===== config.mk =====
export PLATFORM = sky130hd
export DESIGN_NAME = tx_ifm_stream_buffer
export DESIGN_NICKNAME = d
export VERILOG_FILES = /design/src/rtl/tx_ifm_stream_buffer.sv
export SDC_FILE = /design/constraint.sdc
export NUM_CORES = 2
export LEC_CHECK = 0
export CORE_MARGIN = 2
export CORE_UTILIZATION = 35
export CTS_CLUSTER_DIAMETER = 80
export DETAILED_ROUTE_END_ITERATION = 12
export PLACE_DENSITY = 0.62
export SLEW_MARGIN = 20
export SYNTH_ARGS = -nofsm -noshare
export SYNTH_HDL_FRONTEND = slang
export SYNTH_SLANG_ARGS = --single-unit

===== constraint.sdc =====
create_clock -name clk -period 3.59 [get_ports clk]
set_clock_uncertainty 0.2 [all_clocks]
set_input_delay 0.718 -clock clk [delete_from_list [all_inputs] [get_ports clk]]
set_output_delay 0.718 -clock clk [all_outputs]
set_load 0.02 [all_outputs]

===== src/rtl/tx_ifm_stream_buffer.sv =====
// IFM beat FIFO between the fetch path and the MAC array: valid/ready on both sides,
// accumulation-group tracking, flag sanitising and optional read-side lane masking.
module tx_ifm_stream_buffer #(
    parameter int unsigned LANES     = 64,
    parameter int unsigned ELEM_W    = 9,
    parameter int unsigned DEPTH     = 4,
    parameter int unsigned MASK_ZERO = 1,
    localparam int unsigned DW       = LANES * ELEM_W,
    localparam int unsigned CW       = $clog2(DEPTH + 1)
) (
    input  logic             clk,
    input  logic             rst_n,
    input  logic             flush_i,
    input  logic             in_valid_i,
    output logic             in_ready_o,
    input  logic [DW-1:0]    in_data_i,
    input  logic [LANES-1:0] in_elem_valid_i,
    input  logic             in_inter_end_i,
    input  logic             in_accum_end_i,
    output logic             out_valid_o,
    input  logic             out_ready_i,
    output logic [DW-1:0]    out_data_o,
    output logic [LANES-1:0] out_elem_valid_o,
    output logic             out_inter_end_o,
    output logic             out_accum_end_o,
    output logic [CW-1:0]    count_o,
    output logic [CW-1:0]    group_cnt_o,
    output logic             busy_o,
    output logic             err_flag_o,
    input  logic             err_clr_i
);
    localparam int unsigned PW = (DEPTH > 1) ? $clog2(DEPTH) : 1;

    typedef enum logic {StIdle, StRun} state_e;

    logic [DW-1:0]    data_q [DEPTH];
    logic [LANES-1:0] mask_q [DEPTH];
    logic [DEPTH-1:0] inter_q, accum_q;

    logic [PW-1:0] wr_ptr_q, wr_ptr_d, rd_ptr_q, rd_ptr_d;
    logic [CW-1:0] count_q, count_d, group_q, group_d;
    logic          err_q, err_d;
    state_e        state_q, state_d;

    logic push, pop, head_accum, push_group, pop_group, bad_beat;

    assign in_ready_o  = (count_q != CW'(DEPTH)) & ~flush_i;
    assign out_valid_o = (count_q != '0);
    assign push        = in_valid_i & in_ready_o;
    assign pop         = out_valid_o & out_ready_i;
    assign head_accum  = accum_q[rd_ptr_q];
    assign push_group  = push & in_accum_end_i;
    assign pop_group   = pop & head_accum;
    assign bad_beat    = (in_accum_end_i & ~in_inter_end_i) | (in_elem_valid_i == '0);

    always_comb begin
        wr_ptr_d = wr_ptr_q;
        rd_ptr_d = rd_ptr_q;
        count_d  = count_q;
        group_d  = group_q;
        if (push) wr_ptr_d = (wr_ptr_q == PW'(DEPTH - 1)) ? '0 : wr_ptr_q + PW'(1);
        if (pop)  rd_ptr_d = (rd_ptr_q == PW'(DEPTH - 1)) ? '0 : rd_ptr_q + PW'(1);
        if (push && !pop)      count_d = count_q + CW'(1);
        else if (!push && pop) count_d = count_q - CW'(1);
        if (push_group && !pop_group)      group_d = group_q + CW'(1);
        else if (!push_group && pop_group) group_d = group_q - CW'(1);
        if (flush_i) begin
            wr_ptr_d = '0;
            rd_ptr_d = '0;
            count_d  = '0;
            group_d  = '0;
        end
    end

    // A new error in the same cycle as err_clr keeps the flag set.
    always_comb begin
        err_d = err_q;
        if (push && bad_beat) err_d = 1'b1;
        else if (err_clr_i)   err_d = 1'b0;
    end

    always_comb begin
        state_d = state_q;
        unique case (state_q)
            StIdle: if (push && !in_accum_end_i) state_d = StRun;
            StRun:  if (push && in_accum_end_i)  state_d = StIdle;
            default: state_d = StIdle;
        endcase
        if (flush_i) state_d = StIdle;
    end

    always_ff @(posedge clk or negedge rst_n) begin
        if (!rst_n) begin
            wr_ptr_q <= '0;
            rd_ptr_q <= '0;
            count_q  <= '0;
            group_q  <= '0;
            err_q    <= 1'b0;
            state_q  <= StIdle;
        end else begin
            wr_ptr_q <= wr_ptr_d;
            rd_ptr_q <= rd_ptr_d;
            count_q  <= count_d;
            group_q  <= group_d;
            err_q    <= err_d;
            state_q  <= state_d;
        end
    end

    // Raw data is stored; masking happens only on the read side.
    always_ff @(posedge clk or negedge rst_n) begin
        if (!rst_n) begin
            for (int unsigned i = 0; i < DEPTH; i++) begin
                data_q[i] <= '0;
                mask_q[i] <= '0;
            end
            inter_q <= '0;
            accum_q <= '0;
        end else if (push) begin
            data_q[wr_ptr_q]  <= in_data_i;
            mask_q[wr_ptr_q]  <= in_elem_valid_i;
            inter_q[wr_ptr_q] <= in_inter_end_i | in_accum_end_i;
            accum_q[wr_ptr_q] <= in_accum_end_i;
        end
    end

    always_comb begin
        out_data_o = data_q[rd_ptr_q];
        if (MASK_ZERO != 0) begin
            for (int unsigned i = 0; i < LANES; i++) begin
                if (!mask_q[rd_ptr_q][i]) out_data_o[i*ELEM_W +: ELEM_W] = '0;
            end
        end
    end

    assign out_elem_valid_o = mask_q[rd_ptr_q];
    assign out_inter_end_o  = inter_q[rd_ptr_q];
    assign out_accum_end_o  = head_accum;
    assign count_o          = count_q;
    assign group_cnt_o      = group_q;
    assign busy_o           = (state_q == StRun);
    assign err_flag_o       = err_q;

endmodule


==> results.toml <==
[status]
status = "complete, but fails checks"
violations = "negative setup slack"

[layout]
drive_gt1_share_pct = 43.3
nets = 9485
area_growth_pct = 27.7
instances_no_fill = 13477
design_area_um2 = 148000

[pwr]
ir_drop_mv = 0.714
cellPowerDensity_nw_per_um2 = 956
p_leak_nw = 65.4

[synthesis]
syn_nets = 7838
synth_area_per_cell_um2 = 16.2
synth-edff-count = 0
ys_ff_latch = 2580
async_reset_ff_share_pct = 100
synth_area_leaders = "dfrtp_1 56%, mux2_2 21%, mux4_2 11%"
synth_top_area_share_pct = 55.6
yosysTopAreaCell = "dfrtp_1"
netlist_instances = 7183
yosysWarnings = 0
ys.flop_type = "dfrtp_1"
synth_cell_types = 45
seq_area_frac_synth_pct = 55.6
syn-cell-area_um2 = 116000

[worst_setup_path]
r2r-start = "rd_ptr_q[0]"
worst-r2r-cell-count = 10
path_max_fanout = 61
arrival_ns = 3.35
worstPathRequired_ns = 2.67
rrSetupSlack_ns = 0.09
worst_setup_path_end_kind = "output pin"
start_kind = "flip-flop"
timing.rr.end = "group_cnt_o[1]"
critPathKind = "flip-flop to output pin"

[run]
drv_cap = 0

[drt]
drc_errors = 0
via_per_inst = 5.20
wire_per_inst_um = 26.8
final_antenna_net_count = 0
drt-total-wl_um = 361000
vias = 70027
drt_pre_antenna_iters = 7
drt_iter0_drc = 3692

[floorplanning]
placementRows = 211
coreArea_um2 = 330000
fp.dieH_um = 580
initial_utilization_pct = 35.2
die-area_um2 = 336000
die_x_um = 580
num_io_pins = 1300

[sta]
worst_slew_pin_slew_ns = 1.04
hold_violations = 0
maxSlewHeadroom_pct = 30.8
finalSetupViolCount = 638
period_needed_ns = 4.27
slew_violations = 0
fmax_mhz = 234
rsz0062_at_grt = "true"
finalCritPeriodShare_pct = 119
final.setup.worst_slack_ns = -0.676

[place]
dpl-instance-area_um2 = 137000
routabilityCongestion = 0.825
place_inst = 12835
port_buffers = 1299
place_hpwl_um = 256000

[clock_network]
clock-root-buffer = "clkbuf_16"
clockBufferDepth = 4
clock-sinks = 2580
clk_pin_slew_worst_paths_ns = 0.06
insertion_delay_ns = 0.89
cts.htree.levels = 5
cts_tree = "built"
cts_buffers = 297

[global_routing]
grt_use_total_pct = 21.1
antenna_found_initial = 137
grt_pass1_vias = 76499
grt_pass1_wl_um = 533000
grt_max_degree = 129
gr-total-overflow = 0

[min_path]
hp-class = "input port to asynchronous set/reset pin"
[synth_stat cells (2+ instances only)]
library cell  count
buf_6            76
mux4_2          578
mux2i_1          67
fa_1              2
buf_4           162
nand4b_4          4
or3_1             2
nand4_1           6
clkbuf_1         15
nor2_1           19
mux2_1          428
nand3b_1          2
nor2b_1         577
o21ai_1          64
inv_1            73
nor4_1           18
ha_1              5
o21ai_0           9
a31oi_1           2
dfrtp_1        2580
buf_1             4
nand2_1          76
a21oi_1           3
mux2_2         2199
buf_2           192
[kinds of logic (layout without fill, tap and decap cells)]
kind of cell / after synthesis / after routing / synth area share (%)
buffers and inverters: 522 / 2392 / 2.91
adder cells (fa/ha/maj): 7 / 7 / 0.0884
other: 0 / 58 / 0
multiplexers: 3272 / 3272 / 37.3
AND/OR/NAND/NOR: 713 / 713 / 3.71
XOR/XNOR: 2 / 2 / 0.0269
AO/OA/AOI/OAI: 87 / 87 / 0.401
flip-flops: 2580 / 2580 / 55.6
[layer usage]
layer	wire [µm]	global-route usage [%]	share of wire (%)	vias up
met5	808	0	0.22	-
met4	9790	6.17	2.7	126
met3	27100	6.33	7.5	568
met2	172000	33.9	48	1864
met1	151000	27.4	42	37699
li1	-	-	-	29770
[worst max-delay path by stage]
| stage | depth (start not counted) | to | slack [ns] | startpoint |
|---|---|---|---|---|
| 5_1_grt | 7 | out_data_o[67] | -0.76 | rd_ptr_q[1] |
| 4_1_cts | 6 | out_data_o[23] | -0.81 | rd_ptr_q[0] |
| 2_1_floorplan | 8 | count_o[2] | 0.67 | flush_i |
| 3_3_place_gp | 6 | out_data_o[213] | 0.01 | rd_ptr_q[1] |
| 6_report | 6 | out_data_o[102] | -0.68 | rd_ptr_q[1] |
| 3_5_place_dp | 6 | out_data_o[213] | 0.01 | rd_ptr_q[1] |
[area by class of cell]
| type | instances | area [µm²] |
|---|---|---|
| diodes | 58 | 145 |
| fillers | 28957 | 182000 |
| clock inverters | 102 | 1280 |
| repair buffers | 1797 | 19500 |
| multi-input cells | 4081 | 48400 |
| clock buffers | 420 | 8580 |
| flip-flops and latches | 2580 | 64600 |
| inverters | 73 | 274 |
| well taps | 4366 | 5460 |
[repair_timing]
action | in CTS | in global routing
pin swaps | 2 | 1
endpoints found under the setup margin | 643 | 644
endpoints found under the hold margin | 42 | 0
buffers inserted | 22 | 24
resized for setup | 294 | 287
gates cloned | 7 | 8
hold buffers | 1 | 0
[critical path, stage by stage, from the launching register on]
cell             delay [ns]
dfrtp_4                0.44
buf_12                 0.18
buf_4                  0.17
buf_16                 0.25
mux4_2                 0.30
nor2b_1                0.22
clkdlybuf4s50_1        0.66
[sequential cells by signal, summed over array words and instances (netlist names)]
name,cells
group_cnt_o,3
mask_q,256
err_flag_o,1
data_q,2304
rd_ptr_q,2
count_o,3
busy_o,1
inter_q,4
accum_q,4
wr_ptr_q,2
[stage by stage]
step | util (%) | hold WS (ns) | TNS [ns] | total power [W] | setup slack (ns)
finish | 44.9 | 0.162 | -279.44 | 0.142 | -0.676
global route | 44.9 | 0.170 | -359.73 | 0.149 | -0.755
CTS | 44.6 | 0.153 | -408.71 | 0.143 | -0.808
detailed placement | 41.5 | 0.269 | 0 | 0.112 | 0.00958
global placement | 41.5 | 0.259 | 0 | 0.110 | 0.0147
floorplan | - | 0.222 | 0 | 0.0824 | 0.666
[layout by cell type, fill, tap and decap left out, types with 6 or more instances in the layout]
| master | synthesis | layout |
|---|---|---|
| nand2_1 | 76 | 76 |
| dlymetal6s2s_1 | 0 | 96 |
| bufinv_16 | 0 | 17 |
| clkbuf_8 | 0 | 58 |
| clkinv_16 | 0 | 7 |
| mux2_2 | 2199 | 2199 |
| nor2b_1 | 577 | 550 |
| clkdlybuf4s50_1 | 0 | 992 |
| diode_2 | 0 | 58 |
| mux2i_1 | 67 | 67 |
| dlygate4sd2_1 | 0 | 96 |
| mux2_1 | 428 | 428 |
| clkinvlp_4 | 0 | 8 |
| buf_4 | 162 | 314 |
| o21ai_0 | 9 | 9 |
| clkbuf_16 | 0 | 310 |
| nor2_1 | 19 | 19 |
| inv_6 | 0 | 9 |
| dfrtp_1 | 2580 | 2578 |
| o21ai_4 | 0 | 7 |
| clkbuf_1 | 15 | 60 |
| nand4_1 | 6 | 6 |
| clkdlybuf4s15_2 | 0 | 16 |
| clkbuf_2 | 0 | 24 |
| o21ai_1 | 64 | 39 |
| buf_6 | 76 | 37 |
| nor4_1 | 18 | 13 |
| o21ai_2 | 0 | 18 |
| mux4_2 | 578 | 578 |
| nor2b_2 | 0 | 24 |
| clkinv_2 | 0 | 50 |
| inv_1 | 73 | 73 |
| buf_12 | 0 | 156 |
| buf_2 | 192 | 18 |
| buf_16 | 0 | 29 |
[where the power goes]
part	switching [W]	internal, W	total, W	leakage [nW]
logic	0.0299	0.0325	0.0624	28.3
registers	0.00639	0.0424	0.0488	32.2
clock network	0.0126	0.0180	0.0306	4.85
Power figures use the tool's default switching activity.
